## src/rtl/gaussian_convolve.sv

```systemverilog
// Normalised k x k convolution: serial MAC over the centred window taps,
// then a restoring divide by the kernel sum with round-half-up and saturation.
module gaussian_convolve #(
  parameter int MAX_KERNAL = 7,
  parameter int DIV_W      = 16,
  parameter int ACC_W      = 24
) (
  input  logic                                       clk,
  input  logic                                       rst,
  input  logic                                       kernel_load,
  input  logic [$clog2(MAX_KERNAL)-1:0]              kernel_size,
  input  logic [MAX_KERNAL-1:0][MAX_KERNAL-1:0][7:0] kernel,
  input  logic [63:0]                                sum,
  output logic                                       kernel_ready,
  output logic                                       kernel_err,
  input  logic                                       win_valid,
  output logic                                       win_ready,
  input  logic [MAX_KERNAL-1:0][MAX_KERNAL-1:0][7:0] window,
  output logic                                       pix_valid,
  input  logic                                       pix_ready,
  output logic [7:0]                                 pix_out
);

  localparam int KS_W = $clog2(MAX_KERNAL);
  localparam int CW   = $clog2(ACC_W + 1);
  localparam logic [KS_W-1:0] MAXK = KS_W'(MAX_KERNAL);

  typedef logic [MAX_KERNAL-1:0][MAX_KERNAL-1:0][7:0] grid_t;
  typedef enum logic [1:0] {IDLE, MAC, DIV, OUT} state_e;

  state_e            state_q, state_d;
  grid_t             kern_sh_q, kern_sh_d, kern_act_q, kern_act_d;
  grid_t             win_q, win_d;
  logic [KS_W-1:0]   k_sh_q, k_sh_d, k_act_q, k_act_d;
  logic [DIV_W-1:0]  sum_sh_q, sum_sh_d, sum_act_q, sum_act_d;
  logic              pend_q, pend_d, kready_q, kready_d, err_q, err_d;
  logic [KS_W-1:0]   row_q, row_d, col_q, col_d;
  logic [ACC_W-1:0]  acc_q, acc_d, quo_q, quo_d;
  logic [DIV_W-1:0]  rem_q, rem_d;
  logic [CW-1:0]     cnt_q, cnt_d;
  logic [7:0]        pix_q, pix_d;

  logic              load_ok, last_tap, ge;
  logic [KS_W-1:0]   off, km1, wr, wc;
  logic [15:0]       prod;
  logic [ACC_W-1:0]  mac_sum;
  logic [DIV_W:0]    shl;
  logic [DIV_W-1:0]  diff;

  assign win_ready    = (state_q == IDLE) && kready_q && !pend_q;
  assign pix_valid    = (state_q == OUT);
  assign pix_out      = pix_q;
  assign kernel_ready = kready_q;
  assign kernel_err   = err_q;

  always_comb begin
    load_ok = kernel_size[0] && (kernel_size <= MAXK) &&
              (sum != 64'd0) && (sum[63:DIV_W] == '0);
    off      = (MAXK - k_act_q) >> 1;
    km1      = k_act_q - KS_W'(1);
    wr       = off + row_q;
    wc       = off + col_q;
    prod     = {8'd0, kern_act_q[row_q][col_q]} * {8'd0, win_q[wr][wc]};
    mac_sum  = acc_q + {{(ACC_W-16){1'b0}}, prod};
    last_tap = (row_q == km1) && (col_q == km1);
    shl      = {rem_q, quo_q[ACC_W-1]};
    ge       = shl[DIV_W] || (shl[DIV_W-1:0] >= sum_act_q);
    diff     = shl[DIV_W-1:0] - sum_act_q;
  end

  always_comb begin
    state_d    = state_q;
    kern_sh_d  = kern_sh_q;
    kern_act_d = kern_act_q;
    win_d      = win_q;
    k_sh_d     = k_sh_q;
    k_act_d    = k_act_q;
    sum_sh_d   = sum_sh_q;
    sum_act_d  = sum_act_q;
    pend_d     = pend_q;
    kready_d   = kready_q;
    err_d      = 1'b0;
    row_d      = row_q;
    col_d      = col_q;
    acc_d      = acc_q;
    quo_d      = quo_q;
    rem_d      = rem_q;
    cnt_d      = cnt_q;
    pix_d      = pix_q;

    // A fresh load takes priority; the shadow copy then waits one more edge.
    if (kernel_load) begin
      if (load_ok) begin
        kern_sh_d = kernel;
        k_sh_d    = kernel_size;
        sum_sh_d  = sum[DIV_W-1:0];
        pend_d    = 1'b1;
      end else begin
        pend_d   = 1'b0;
        kready_d = 1'b0;
        err_d    = 1'b1;
      end
    end else if (pend_q && state_q == IDLE) begin
      kern_act_d = kern_sh_q;
      k_act_d    = k_sh_q;
      sum_act_d  = sum_sh_q;
      kready_d   = 1'b1;
      pend_d     = 1'b0;
    end

    unique case (state_q)
      IDLE: begin
        if (win_valid && win_ready) begin
          win_d   = window;
          acc_d   = '0;
          row_d   = '0;
          col_d   = '0;
          state_d = MAC;
        end
      end
      MAC: begin
        acc_d = mac_sum;
        if (last_tap) begin
          quo_d   = mac_sum +
                    {{(ACC_W-DIV_W+1){1'b0}}, sum_act_q[DIV_W-1:1]};
          rem_d   = '0;
          cnt_d   = '0;
          state_d = DIV;
        end else if (col_q == km1) begin
          col_d = '0;
          row_d = row_q + KS_W'(1);
        end else begin
          col_d = col_q + KS_W'(1);
        end
      end
      DIV: begin
        rem_d = ge ? diff : shl[DIV_W-1:0];
        quo_d = {quo_q[ACC_W-2:0], ge};
        cnt_d = cnt_q + CW'(1);
        if (cnt_q == CW'(ACC_W - 1)) begin
          pix_d   = (quo_d > ACC_W'(255)) ? 8'hFF : quo_d[7:0];
          state_d = OUT;
        end
      end
      OUT: begin
        if (pix_ready) state_d = IDLE;
      end
    endcase
  end

  always_ff @(posedge clk) begin
    if (rst) begin
      state_q    <= IDLE;
      kern_sh_q  <= '0;
      kern_act_q <= '0;
      win_q      <= '0;
      k_sh_q     <= '0;
      k_act_q    <= '0;
      sum_sh_q   <= '0;
      sum_act_q  <= '0;
      pend_q     <= 1'b0;
      kready_q   <= 1'b0;
      err_q      <= 1'b0;
      row_q      <= '0;
      col_q      <= '0;
      acc_q      <= '0;
      quo_q      <= '0;
      rem_q      <= '0;
      cnt_q      <= '0;
      pix_q      <= '0;
    end else begin
      state_q    <= state_d;
      kern_sh_q  <= kern_sh_d;
      kern_act_q <= kern_act_d;
      win_q      <= win_d;
      k_sh_q     <= k_sh_d;
      k_act_q    <= k_act_d;
      sum_sh_q   <= sum_sh_d;
      sum_act_q  <= sum_act_d;
      pend_q     <= pend_d;
      kready_q   <= kready_d;
      err_q      <= err_d;
      row_q      <= row_d;
      col_q      <= col_d;
      acc_q      <= acc_d;
      quo_q      <= quo_d;
      rem_q      <= rem_d;
      cnt_q      <= cnt_d;
      pix_q      <= pix_d;
    end
  end

endmodule

```

## config.mk

```make
export PLATFORM = sky130hd
export DESIGN_NAME = gaussian_convolve
export DESIGN_NICKNAME = d
export VERILOG_FILES = /design/src/rtl/gaussian_convolve.sv
export SDC_FILE = /design/constraint.sdc
export NUM_CORES = 2
export LEC_CHECK = 0
export ABC_CLOCK_PERIOD_IN_PS = 25300
export CAP_MARGIN = 25
export CELL_PAD_IN_SITES_DETAIL_PLACEMENT = 0
export CELL_PAD_IN_SITES_GLOBAL_PLACEMENT = 1
export CORE_UTILIZATION = 43
export DETAILED_ROUTE_END_ITERATION = 16
export PLACE_DENSITY = 0.95
export SYNTH_ARGS = -nofsm -noshare
export SYNTH_HDL_FRONTEND = slang
export SYNTH_SLANG_ARGS = --single-unit
```

## constraint.sdc

```tcl
create_clock -name clk -period 25.3 [get_ports clk]
set_clock_uncertainty 0.05 [all_clocks]
set_input_delay 5.06 -clock clk [delete_from_list [all_inputs] [get_ports clk]]
set_output_delay 5.06 -clock clk [all_outputs]
set_load 0.01 [all_outputs]
```

==> flow_metrics.tcl <==
set metrics [dict create \
    grt_pass1_vias 48500 \
    grt_max_degree 241 \
    area.growth.synth_to_final_pct 25.8 \
    rr_worst_depth 31 \
    cellLeakagePower_nw 23.7 \
    cts_setup_buffers 0 \
    row_count 131 \
    crit_top_cell "fa_1" \
    hpwl_mm 144 \
    final_max_slew_viol_count 0 \
    worstPathRequired_ps 25840 \
    critPathLaunch "row_q[0]" \
    worstSkewPairLatency_ps 780 \
    cts_num_sinks 1302 \
    crit_fanout 46 \
    first_iter_violations 5576 \
    worstHoldPathCells 2 \
    period_needed_ps 11240 \
    grt_first_pass_wirelength_mm 296 \
    synth-seq-cells 1302 \
    r2r-end "quo_q[18]" \
    synth.net_count 7958 \
    status "completed" \
    layout-drive-gt1-share_pct 6.13 \
    setup_ws_ps 14060 \
    relSlewSlack_pct 12.2 \
    routedWlPerCell_um 21.4 \
    synth.avg_cell_area_um2 8.03 \
    drc 0 \
    synthArstFlopShare_pct 0 \
    cts_hold_buf 0 \
    die_x_um 363 \
    critPathCaptureType "flip-flop" \
    root_buffer "clkbuf_16" \
    rsz0062_at_grt "no" \
    yosysSeqAreaShare_pct 46.6 \
    drt_wl_total_mm 201 \
    critical_path_class "flip-flop to flip-flop" \
    p_per_area_nw_per_um2 63.4 \
    tns_ps 0 \
    die_y_um 363 \
    syn_inst 6965 \
    grt_overflow 0 \
    dr.pass1.iters 6 \
    port_buffers 867 \
    clkSlewWorstSetupHoldPaths_ps 60 \
    h-tree-depth 4 \
    cts_resized 0 \
    gp_congestion 0.952 \
    ant_nets 0 \
    core-area_um2 128000 \
    finalHoldViolations 0 \
    via_per_inst 5.52 \
    cap_violations 0 \
    netlist_area_um2 55900 \
    synth_cell_types 73 \
    critPathArrivalTime_ps 11790 \
    hp-class "flip-flop to flip-flop" \
    grt_usage_pct 29.3 \
    ff2ff_setup_slack_ps 14060 \
    start_util_pct 43.6 \
    nNetsFinal 8501 \
    dieArea_um2 131000 \
    crit_slowest_cell "fa_4" \
    synth_edf_count 0 \
    cts_tree "built" \
    max_stage_delay_ps 1080 \
    min_from "kern_sh_q[327]" \
    cts_buffers 140 \
    max_freq_mhz 88.9 \
    irDropWorstVdd_uv 61.6 \
    start_kind "flip-flop" \
    setup_viol 0 \
    clockBufferDepth 3 \
    yosys_warnings 0 \
    num_vias 51700 \
    whs_endpoint "kern_act_q[327]" \
    ioPinCount 868 \
    preCtsSetupSlack_ps 14180 \
    fin_crit_sh_pct 44.4 \
    synth_flop_cell "dfxtp_1" \
    tightestPinTransition_ps 1320 \
    rr_startpoint "row_q[0]" \
    antenna_found_initial 29 \
]
[kinds of logic (layout without fill, tap and decap cells)]
kind of cell,after synthesis,after routing,share of synthesized area [%]
compound gates,1659,1659,16.2
xor+xnor,57,57,0.893
fa+ha+maj,137,137,3.79
buf+inv,656,1305,4.49
flops,1302,1302,46.6
mux,268,268,7.88
other cells,0,24,0
simple gates,2886,2886,20.1
[per-layer routing]
| layer | GRT usage [%] | vias to the layer above | part of all wire, % |
|---|---|---|---|
| met4 | 15.9 | 14 | 5.4 |
| li1 | - | 24300 | - |
| met1 | 39.1 | 24800 | 42 |
| met5 | 0 | - | 0.045 |
| met2 | 45.3 | 2119 | 45 |
| met3 | 5.05 | 406 | 7.4 |
[Yosys cell counts, drive strengths merged (7+ instances only)]
cell,n,area (µm²)
nand2,2607,9790
dfxtp,1302,26100
a21oi,1269,6350
clkbuf,472,1770
o21ai,164,821
mux4,138,3110
mux2i,130,1300
inv,129,484
nor2,113,424
ha,83,1040
o211ai,73,553
buf,55,255
fa,54,1080
and2,48,302
a22oi,30,225
xor2,29,254
xnor2,28,245
nor4,24,150
a222oi,18,180
a211oi,16,120
nor3,16,80.1
a21o,14,105
nand3,14,70.1
nor2b,11,68.8
nand4,10,62.6
a221oi,8,100
nand2b,8,50.1
o21bai,8,60.1
o221a,8,90.1
a31oi,7,43.8
[area by class of cell]
cell class	instances	area, µm²
Inverter	129	484
Tap cell	1729	2160
Fill cell	11700	58000
Antenna cell	24	60.1
Clock inverter	56	857
Sequential cell	1302	26100
Timing Repair Buffer	928	9280
Clock buffer	192	3970
Multi-Input combinational cell	5007	27400
[critical path: cells and delay by family, from the launching register on]
family,cells,cell delay (ps)
adder cells (fa/ha/maj),8,3910
XOR/XNOR,2,390
buffers and inverters,5,1570
AO/OA/AOI/OAI,9,2870
AND/OR/NAND/NOR,5,940
multiplexers,2,700
flip-flops,1,510
[cell usage in the layout, fill, tap and decap left out, types with 8 or more instances in the layout]
master / n
a211oi_1: 16
a21o_1: 14
a21oi_1: 1269
a222oi_1: 18
a22oi_1: 30
and2_1: 46
buf_12: 9
buf_4: 48
bufinv_16: 14
clkbuf_1: 27
clkbuf_16: 142
clkbuf_8: 23
clkdlybuf4s50_1: 866
clkinv_2: 20
dfxtp_1: 1297
diode_2: 24
fa_1: 53
ha_1: 82
inv_1: 129
mux2i_1: 130
mux4_2: 138
nand2_1: 2606
nand2b_1: 8
nand3_1: 13
nand4_1: 10
nor2_1: 113
nor2b_1: 9
nor3_1: 16
nor4_1: 24
o211ai_1: 72
o21ai_0: 158
o21bai_1: 8
o221a_2: 8
xnor2_1: 28
xor2_1: 27
[per-stage QoR]
stage | hold slack, ps | area, µm² | utilization, % | total power [W] | cells
floorplan | 382 | 55900 | - | 0.00218 | 6965
global placement | 386 | 65400 | 51.0 | 0.00236 | 9091
detailed placement | 392 | 65400 | 51.0 | 0.00236 | 9094
CTS | 379 | 70200 | 54.7 | 0.00449 | 9342
global route | 396 | 70300 | 54.8 | 0.00458 | 9363
finish | 380 | 70300 | 54.8 | 0.00446 | 9367
[flip-flops by register name, summed over array words and instances, names as in the netlist]
signal and count:
state_q 2, col_q 3, kern_sh_q 392, pend_q 1, sum_sh_q 16, k_act_q 3
rem_q 16, win_q 392, cnt_q 5, pix_out 8, k_sh_q 3, acc_q 24
kernel_err 1, quo_q 24, sum_act_q 16, kernel_ready 1, row_q 3, kern_act_q 392
[power breakdown]
group / switching [W] / internal, W
Clock: 0.000889 / 0.00126
Combinational: 0.000122 / 0.000142
Sequential: 0.00000260 / 0.00205
Total: 0.00101 / 0.00345
[worst max-delay path by stage]
| stage | slack [ps] | endpoint | cells past startpoint |
|---|---|---|---|
| after floorplan | 16740 | quo_q[22] | 33 |
| after CTS | 14140 | quo_q[18] | 31 |
| final | 14060 | quo_q[18] | 31 |
| after detailed placement | 14180 | quo_q[18] | 31 |
| after global placement | 14250 | quo_q[21] | 31 |
| after global routing | 13590 | quo_q[18] | 31 |
(Power assumes the default switching activity.)
